==> src/rtl/counter_updn.sv <==
// counter_updn: modulo-MODULUS up/down counter with sync clear/load, terminal count and wrap pulse.
// Latency: count and wrap update on the rising clk edge; tc is combinational from count and up.
// Backpressure: none; every edge is consumed. Optional macro COUNTER_SAT_EN selects saturating mode.
module counter_updn #(
  parameter int     WIDTH   = 8,
  parameter longint MODULUS = 256
) (
  input  logic             clk,
  input  logic             reset,
  input  logic             en,
  input  logic             up,
  input  logic             clr,
  input  logic             load,
  input  logic [WIDTH-1:0] load_val,
  output logic [WIDTH-1:0] count,
  output logic             tc,
  output logic             wrap
);

  // All boundary arithmetic runs one bit wider than the count so that
  // MODULUS = 2**WIDTH is representable and increments cannot overflow.
  localparam logic [WIDTH:0]   MOD_EXT = (WIDTH+1)'(MODULUS);
  localparam logic [WIDTH:0]   ONE_EXT = (WIDTH+1)'(1);
  localparam logic [WIDTH:0]   MAX_EXT = MOD_EXT - ONE_EXT;
  localparam logic [WIDTH-1:0] MAX_CNT = MAX_EXT[WIDTH-1:0];

  // Elaboration-time guards on the legal parameter ranges.
  if (WIDTH < 2 || WIDTH > 32) begin : g_bad_width
    $error("counter_updn: WIDTH must be in 2..32");
  end
  if (MODULUS < 2 || MODULUS > (64'd1 << WIDTH)) begin : g_bad_modulus
    $error("counter_updn: MODULUS must be in 2..2**WIDTH");
  end

  logic [WIDTH:0]   cnt_ext;
  logic [WIDTH:0]   inc_ext;
  logic [WIDTH:0]   dec_ext;
  logic [WIDTH:0]   lv_ext;
  logic             at_top;
  logic             at_bot;
  logic             lv_in_range;
  logic [WIDTH-1:0] next_count;
  logic             next_wrap;

  assign cnt_ext = {1'b0, count};
  assign lv_ext  = {1'b0, load_val};
  assign inc_ext = cnt_ext + ONE_EXT;
  assign dec_ext = cnt_ext - ONE_EXT;

  // The top boundary is where the widened increment reaches MODULUS; the
  // bottom boundary is where the widened decrement borrows into the MSB.
  assign at_top      = (inc_ext == MOD_EXT);
  assign at_bot      = dec_ext[WIDTH];
  assign lv_in_range = (lv_ext < MOD_EXT);

  // Terminal count follows the direction input directly, regardless of en.
  assign tc = up ? at_top : at_bot;

`ifdef COUNTER_SAT_EN

  // Set once a boundary edge has been blocked, so further blocked edges do
  // not re-pulse wrap; cleared by any movement, clear or load.
  logic sat_hit;
  logic next_sat_hit;

  // Next-state selection with clr > load > en priority, saturating at the ends.
  always_comb begin
    next_count   = count;
    next_wrap    = 1'b0;
    next_sat_hit = sat_hit;
    if (clr) begin
      next_count   = '0;
      next_sat_hit = 1'b0;
    end else if (load) begin
      next_count   = lv_in_range ? load_val : MAX_CNT;
      next_sat_hit = 1'b0;
    end else if (en) begin
      if (up ? at_top : at_bot) begin
        next_wrap    = ~sat_hit;
        next_sat_hit = 1'b1;
      end else begin
        next_count   = up ? inc_ext[WIDTH-1:0] : dec_ext[WIDTH-1:0];
        next_sat_hit = 1'b0;
      end
    end
  end

  // Saturation memory register, cleared asynchronously with the counter.
  always_ff @(posedge clk or negedge reset) begin
    if (!reset) begin
      sat_hit <= 1'b0;
    end else begin
      sat_hit <= next_sat_hit;
    end
  end

`else

  // Next-state selection with clr > load > en priority, wrapping at the ends.
  always_comb begin
    next_count = count;
    next_wrap  = 1'b0;
    if (clr) begin
      next_count = '0;
    end else if (load) begin
      next_count = lv_in_range ? load_val : MAX_CNT;
    end else if (en) begin
      if (up) begin
        next_count = at_top ? '0 : inc_ext[WIDTH-1:0];
        next_wrap  = at_top;
      end else begin
        next_count = at_bot ? MAX_CNT : dec_ext[WIDTH-1:0];
        next_wrap  = at_bot;
      end
    end
  end

`endif

  // Count and wrap registers; reset forces both to zero immediately.
  always_ff @(posedge clk or negedge reset) begin
    if (!reset) begin
      count <= '0;
      wrap  <= 1'b0;
    end else begin
      count <= next_count;
      wrap  <= next_wrap;
    end
  end

endmodule

==> config.mk <==
export PLATFORM = sky130hd
export DESIGN_NAME = counter_updn
export DESIGN_NICKNAME = d
export VERILOG_FILES = /design/src/rtl/counter_updn.sv
export SDC_FILE = /design/constraint.sdc
export NUM_CORES = 1
export LEC_CHECK = 0
export BUFFER_PORTS_ARGS = -buffer_cell sky130_fd_sc_hd__clkbuf_2
export CAP_MARGIN = 0
export CORE_MARGIN = 10
export CORE_UTILIZATION = 51
export CTS_CLUSTER_SIZE = 8
export DETAILED_ROUTE_END_ITERATION = 12
export PLACE_DENSITY = 0.78
export SLEW_MARGIN = 20
export SYNTH_ARGS = -nofsm -noshare
export SYNTH_HDL_FRONTEND = slang
export SYNTH_SLANG_ARGS = --single-unit
==> constraint.sdc <==
create_clock -name clk -period 2.2 [get_ports clk]
set_input_delay 0 -clock clk [delete_from_list [all_inputs] [get_ports clk]]
set_output_delay 0 -clock clk [all_outputs]
set_load 0.01 [all_outputs]
==> results of run 1 <==
-- area by class of cell --
type / instances / area share [%]
Clock buffer: 4 / 2.67
Inverter: 6 / 2.29
Tap cell: 16 / 2.04
Multi-Input combinational cell: 78 / 54.3
Sequential cell: 9 / 22.9
Timing Repair Buffer: 27 / 15.8
-- worst max path at each step --
stage	end	slack, ns
after floorplan	count[5]	0.36
after global placement	count[5]	0.40
after detailed placement	count[5]	0.28
after CTS	tc	0.20
after global routing	tc	0.10
final	tc	0.19
-- stage by stage --
step	util, %	setup slack [ns]
floorplan	-	0.364
global placement	58.2	0.395
detailed placement	58.2	0.281
CTS	62.4	0.197
global route	62.4	0.104
finish	62.4	0.188
-- logic make-up (layout without fill, tap and decap cells) --
group,after synthesis,after routing,synth area share [%]
xor+xnor,3,3,2.98
flops,9,9,25.6
simple gates,41,41,28.4
buf+inv,14,37,13.8
mux,2,2,2.41
fa+ha+maj,3,3,4.26
compound gates,29,29,22.6
-- critical path, cell delays in order, from the launching register on --
cell and delay [ns]:
dfrtp_1 0.58, and4_2 0.29, o21ai_0 0.11, or4_1 0.56, nand2_1 0.08, clkbuf_2 0.13
-- cells in the final DEF (no fill, tap or decap), types with 3 or more instances in the layout --
master	count
a31oi_1	3
ha_1	3
xor2_1	3
clkbuf_2	23
o21a_1	4
dfrtp_1	9
nor3_1	6
clkbuf_4	3
a21oi_1	7
o21ai_0	5
nand2_1	7
dlygate4sd3_1	4
inv_1	6
nor2_1	6
-- Yosys cell counts (2+ instances only) --
master    number
dfrtp_1        9
a21oi_1        7
nand2_1        7
inv_1          6
nor2_1         6
nor3_1         6
clkbuf_8       5
o21ai_0        5
o21a_1         4
a31oi_1        3
ha_1           3
xor2_1         3
a211oi_1       2
buf_6          2
nand3_1        2
nand3b_1       2
nand4_1        2
nor3b_1        2
o31ai_1        2
o41ai_1        2
or4_1          2
-- flip-flops by register name, indices dropped and copies added (netlist names) --
| register | count |
|---|---|
| count | 8 |
| wrap | 1 |
-- routing by layer --
layer	global-route usage (%)	routed length, microns	up-vias
met5	0	0	-
met4	5.73	32	0
met3	2.88	143	4
met2	22.5	1160	31
met1	16.2	1050	400
li1	-	-	427
-- report_power, final --
| part | switching [mW] | leakage [nW] | internal (mW) |
|---|---|---|---|
| clock | 0.0712 | 0.0150 | 0.0703 |
| combinational | 0.0791 | 0.320 | 0.0704 |
| sequential | 0.0315 | 0.118 | 0.177 |
-- repair_timing --
action	in CTS	in global routing
hold buffers	4	0
endpoints found under the setup margin	0	0
buffers inserted	0	0
hold endpoints to repair	12	0
==> results.yml, run 1 <==
grt:
  antenna_found_initial: 0
  grt_pass1_wl_microns: 3920
  overflow: 0
  grt_pass1_vias: 858
  grt_max_degree: 16
  track_usage_pct: 13.5
pwr:
  p_per_area_mw_per_mm2: 508
  totalPowerFinal_mw: 0.500
  power_leakage_nw: 0.453
  ir_worst_vdd_v: 0.000410
worst_setup_path:
  path_class: "flop to primary output"
  r2r-end: "count[5]"
  startpoint: "count[0]"
  rr_startpoint: "count[0]"
  required_ns: 2.20
  worstPathMaxFanout: 13
  reg2regPathDepth: 4
  crit_path_end_kind: "primary output"
  rrSetupSlack_ns: 0.25
  worstSetupStartpointType: "flop"
  worstPathArrival_ns: 2.01
place:
  hpwlAfterDp_microns: 1760
  routabilityCongestion: 0.886
  port_buffers: 23
  place_inst: 132
  placed_area_sq_um: 917
floorplan:
  placementRows: 14
  ioPinCount: 24
  dieArea_sq_mm: 0.00379
  start_util_pct: 55.9
  die_h_microns: 61.6
  die_w_microns: 61.6
  core-area_sq_mm: 0.00158
detailed_routing:
  drtAntennaViolNets: 0
  vias: 862
  wirelength_microns: 2390
  drt_iter0_markers: 30
  avgViaCountPerCell: 6.16
  drc_errors: 0
  first_pass_iters: 4
  wire_per_inst_microns: 17.0
status:
  status: "complete, no violations"
clocking:
  root_buffer: "clkbuf_4"
  worstSkewPairLatency_ns: 0.27
  clk_pin_slew_ns: 0.07
  clock_path_buffers: 2
  clock_sinks: 9
  cts_resized: 0
  htreeDepth: 1
  cts_tree: "yes"
  cts_made_buffers: 3
cells_and_area:
  regArea_sq_um: 225
  multi_input_area_sq_um: 534
  nNetsFinal: 142
  area_growth_pct: 11.6
  nFillCells: 138
  final_area_sq_um: 983
  num_antenna_cells: 0
  finalNonFillerCells: 140
  drive_gt1_share_pct: 26.6
timing:
  rsz0062_at_grt: "no"
  report.final.slew_viol_count: 0
  fin_crit_sh_pct: 91.5
  setup_violations: 0
  hold_viol: 0
  clock.fmax_mhz: 497
  clock-skew-final_ns: 0.00283
  maxSlewHeadroom_pct: 65.2
  worstMarginPinSlew_ns: 0.518
  fin_hold_ws_ns: 0.0237
  tns_ns: 0
  finalCriticalPeriod_ns: 2.01
hold_path:
  whs_path_depth: 4
  min-delay-start: "load_val[1]"
  hp-class: "input pin to flop"
  hold_end: "count[1]"
synth:
  synth-seq-area-share_pct: 25.6
  synth_top_area_share_pct: 25.6
  synth_cell_types: 40
  syn_avg_cell_area_sq_um: 8.72
  synth_area_leader_cell: "dfrtp_1"
  synth_nets: 118
  async_flop_share_pct: 100
  syn_area_sq_um: 881
  synth_edf_count: 0
  synth_warnings: 0
  synthCells: 101
  synth_seq_cells: 9
  synth.top_cells.by_area: "dfrtp_1 (26%), clkbuf_8 (7.8%), ha_1 (4.3%)"
  synth_top_flop_cell: "dfrtp_1"
flow_run:
  cap_violations: 0
(Power assumes the default switching activity.)
==> run 2, diff against run 1 <==
--- a/config.mk
+++ b/config.mk
@@ -5,6 +5,7 @@
 export SDC_FILE = /design/constraint.sdc
 export NUM_CORES = 1
 export LEC_CHECK = 0
+export ABC_AREA = 1
 export BUFFER_PORTS_ARGS = -buffer_cell sky130_fd_sc_hd__clkbuf_2
 export CAP_MARGIN = 0
 export CORE_MARGIN = 10
==> run 2 against run 1 <==
  * Routed wire length fell by 5.2%
  * Clock skew decreased by 0.00061 ns
  * Sequential share of layout area is 0.79 points lower
  * Fmax up 19%
  * Die area shrank 2.0%
  * Synthesized area shrank 3.0%
  * Worst hold slack got worse by 0.016 ns
  * Setup slack improved by 0.33 ns
  * Global-route usage is 0.086 points lower
  * Final cell count grew 28%
  * Critical path type unchanged
==> results.yml, run 2 <==
status:
  status: "complete, no violations"
floorplan:
  die_h_microns: 60.9
  core-area_sq_mm: 0.00154
  start_util_pct: 55.4
  die_w_microns: 60.9
  ioPinCount: 24
  dieArea_sq_mm: 0.00371
  placementRows: 14
place:
  hpwlAfterDp_microns: 1780
  port_buffers: 23
  routabilityCongestion: 0.875
grt:
  grt_pass1_wl_microns: 3990
  track_usage_pct: 13.4
  overflow: 0
  grt_pass1_vias: 909
  antenna_found_initial: 0
  grt_max_degree: 15
synth:
  synth_area_leader_cell: "dfrtp_1"
  synthCells: 137
  synth_top_family_by_area: "simple AND/OR/NAND/NOR gates"
  syn_avg_cell_area_sq_um: 6.24
  synthTopCellsByCount: "nand2_1 (42), nor2_1 (21), nand3_1 (15)"
  synth_xor_area_share_pct: 4.98
  synth_top_flop_cell: "dfrtp_1"
  synth_cell_types: 22
  synth_top_area_share_pct: 26.4
  synth.top_cells.by_area: "dfrtp_1 (26%), nand2_1 (18%), nor2_1 (9.2%)"
  synth.area.mux_share_pct: 0
  async_flop_share_pct: 100
  synth_compound_area_share_pct: 11.0
  synth_nets: 154
  yosys.area_share.simple_pct: 43.9
  yosysMostFrequentCell: "nand2_1"
  synth-seq-area-share_pct: 26.4
  synth_warnings: 0
  synthAdderAreaFrac_pct: 4.39
  syn_area_sq_um: 855
  synth_seq_cells: 9
  synth_edf_count: 0
clocking:
  htreeDepth: 1
  cts_resized: 0
  clk_pin_slew_ns: 0.06
  clock_sinks: 9
  cts_tree: "yes"
  worstSkewPairLatency_ns: 0.26
  clock_path_buffers: 2
  root_buffer: "clkbuf_4"
  cts_made_buffers: 3
flow_run:
  cap_violations: 0
cells_and_area:
  drive_gt1_share_pct: 20.9
  num_antenna_cells: 0
  layout_commonest_cell: "nand2_1"
  area_growth_pct: 19.2
  nNetsFinal: 181
  regMostFlops: "count"
  utilization_pct: 66.1
  mostFrequentLayoutCells: "nand2_1 (42), clkbuf_2 (23), nor2_1 (21), nand3_1 (15), inv_1 (13)"
  biggestRegsByFlops: "count (8), wrap (1)"
  largest_reg_flops: 8
worst_setup_path:
  r2r-end: "count[7]"
  worstSetupStartpointType: "flop"
  crit_chain: "nand2_2, nor2_2, nand3_1, nor2_1, nand3_1, nand2_1, clkbuf_2"
  critPathMaxStageDelay_ns: 0.57
  reg2regPathDepth: 10
  worstPathMaxFanout: 9
  path_class: "flop to primary output"
  crit_path_end_kind: "primary output"
  worstPathArrival_ns: 1.69
  rr_startpoint: "count[0]"
  crit_path_frequent_cell: "nand3_1"
  crit_family: "simple AND/OR/NAND/NOR gates"
  worst-path-buf-inv: 1
  required_ns: 2.20
  crit_path_top_delay_cell: "dfrtp_1"
  rrSetupSlack_ns: 0.66
hold_path:
  min-delay-start: "load_val[2]"
  whs_path_depth: 3
  hp-class: "input pin to flop"
  hold_end: "count[2]"
detailed_routing:
  drt_iter0_markers: 40
  wire_per_inst_microns: 12.6
  wirelength_microns: 2260
  drc_errors: 0
  first_pass_iters: 4
  vias: 955
  avgViaCountPerCell: 5.34
  drtAntennaViolNets: 0
pwr:
  power_leakage_nw: 0.531
  ir_worst_vdd_v: 0.000466
  p_per_area_mw_per_mm2: 527
timing:
  report.final.slew_viol_count: 0
  worstMarginPinSlew_ns: 0.449
  fin_hold_ws_ns: 0.00769
  clock.fmax_mhz: 593
  maxSlewHeadroom_pct: 69.9
  clock-skew-final_ns: 0.00222
  finalCriticalPeriod_ns: 1.69
  setup_violations: 0
  tns_ns: 0
  hold_viol: 0
  rsz0062_at_grt: "no"
  fin_crit_sh_pct: 76.6
[run 2: cell count changes in the layout (fill, tap and decap cells not counted), sizes merged, moves of 4 or more]
cell	change
a21oi	-5
inv	+7
nand2	+37
nand3	+13
nor2	+19
nor3	-5
o21a	-4
o21ai	+6
[run 2: stage by stage]
stage          instance area [sq um]  total power, mW  setup slack, ns  std cells
6_report                        1020            0.536            0.514        179
5_1_grt                         1020            0.578            0.364        179
4_1_cts                         1020            0.537            0.509        179
3_5_place_dp                     962            0.403            0.671        172
3_3_place_gp                     962            0.402            0.693        172
2_1_floorplan                    855            0.345            0.800        137
[run 2: final cells by class]
cell class / instances / area (sq um)
clock buffer: 4 / 26.3
fill: 150 / 523
inverter: 14 / 52.6
multi-input combinational: 110 / 549
sequential: 9 / 225
tap: 16 / 20.0
timing repair buffer: 26 / 145
[run 2: worst max path at each step]
stage	start	to	slack (ns)	cells past startpoint
2_1_floorplan	count[0]	count[5]	0.80	10
3_3_place_gp	count[0]	count[0]	0.69	8
3_5_place_dp	count[0]	count[7]	0.67	10
4_1_cts	count[4]	tc	0.51	7
5_1_grt	count[4]	tc	0.36	7
6_report	count[4]	tc	0.51	7
[run 2: worst min-delay path: stages]
cell and delay, ns:
clkbuf_2 0.08, o211ai_1 0.07, o21ai_0 0.08
[run 2: kinds of logic (layout without fill, tap and decap cells)]
group / after synthesis / in the layout
buffers and inverters: 18 / 44
and+or+nand+nor: 86 / 86
adders and majority gates: 3 / 3
xor gates and xnor gates: 4 / 4
AOI/OAI and AO/OA: 17 / 17
DFF: 9 / 9
[run 2: what timing repair did]
item | in CTS | in global routing
hold endpoints to repair | 11 | 0
buffers inserted | 0 | 0
hold buffers | 3 | 0
[run 2: where the power goes]
group,switching [mW],internal [mW],leakage [nW]
combinational,0.117,0.0752,0.399
clock,0.0601,0.0700,0.0150
sequential,0.0339,0.180,0.117
total,0.211,0.326,0.531
[run 2: metal layers]
metal,global-route usage [%],up-vias,part of all wire [%]
met5,0,-,0
met4,5.33,0,1.0
met3,2.51,4,8.2
met2,21.8,45,48
met1,16.8,421,43
li1,-,485,-
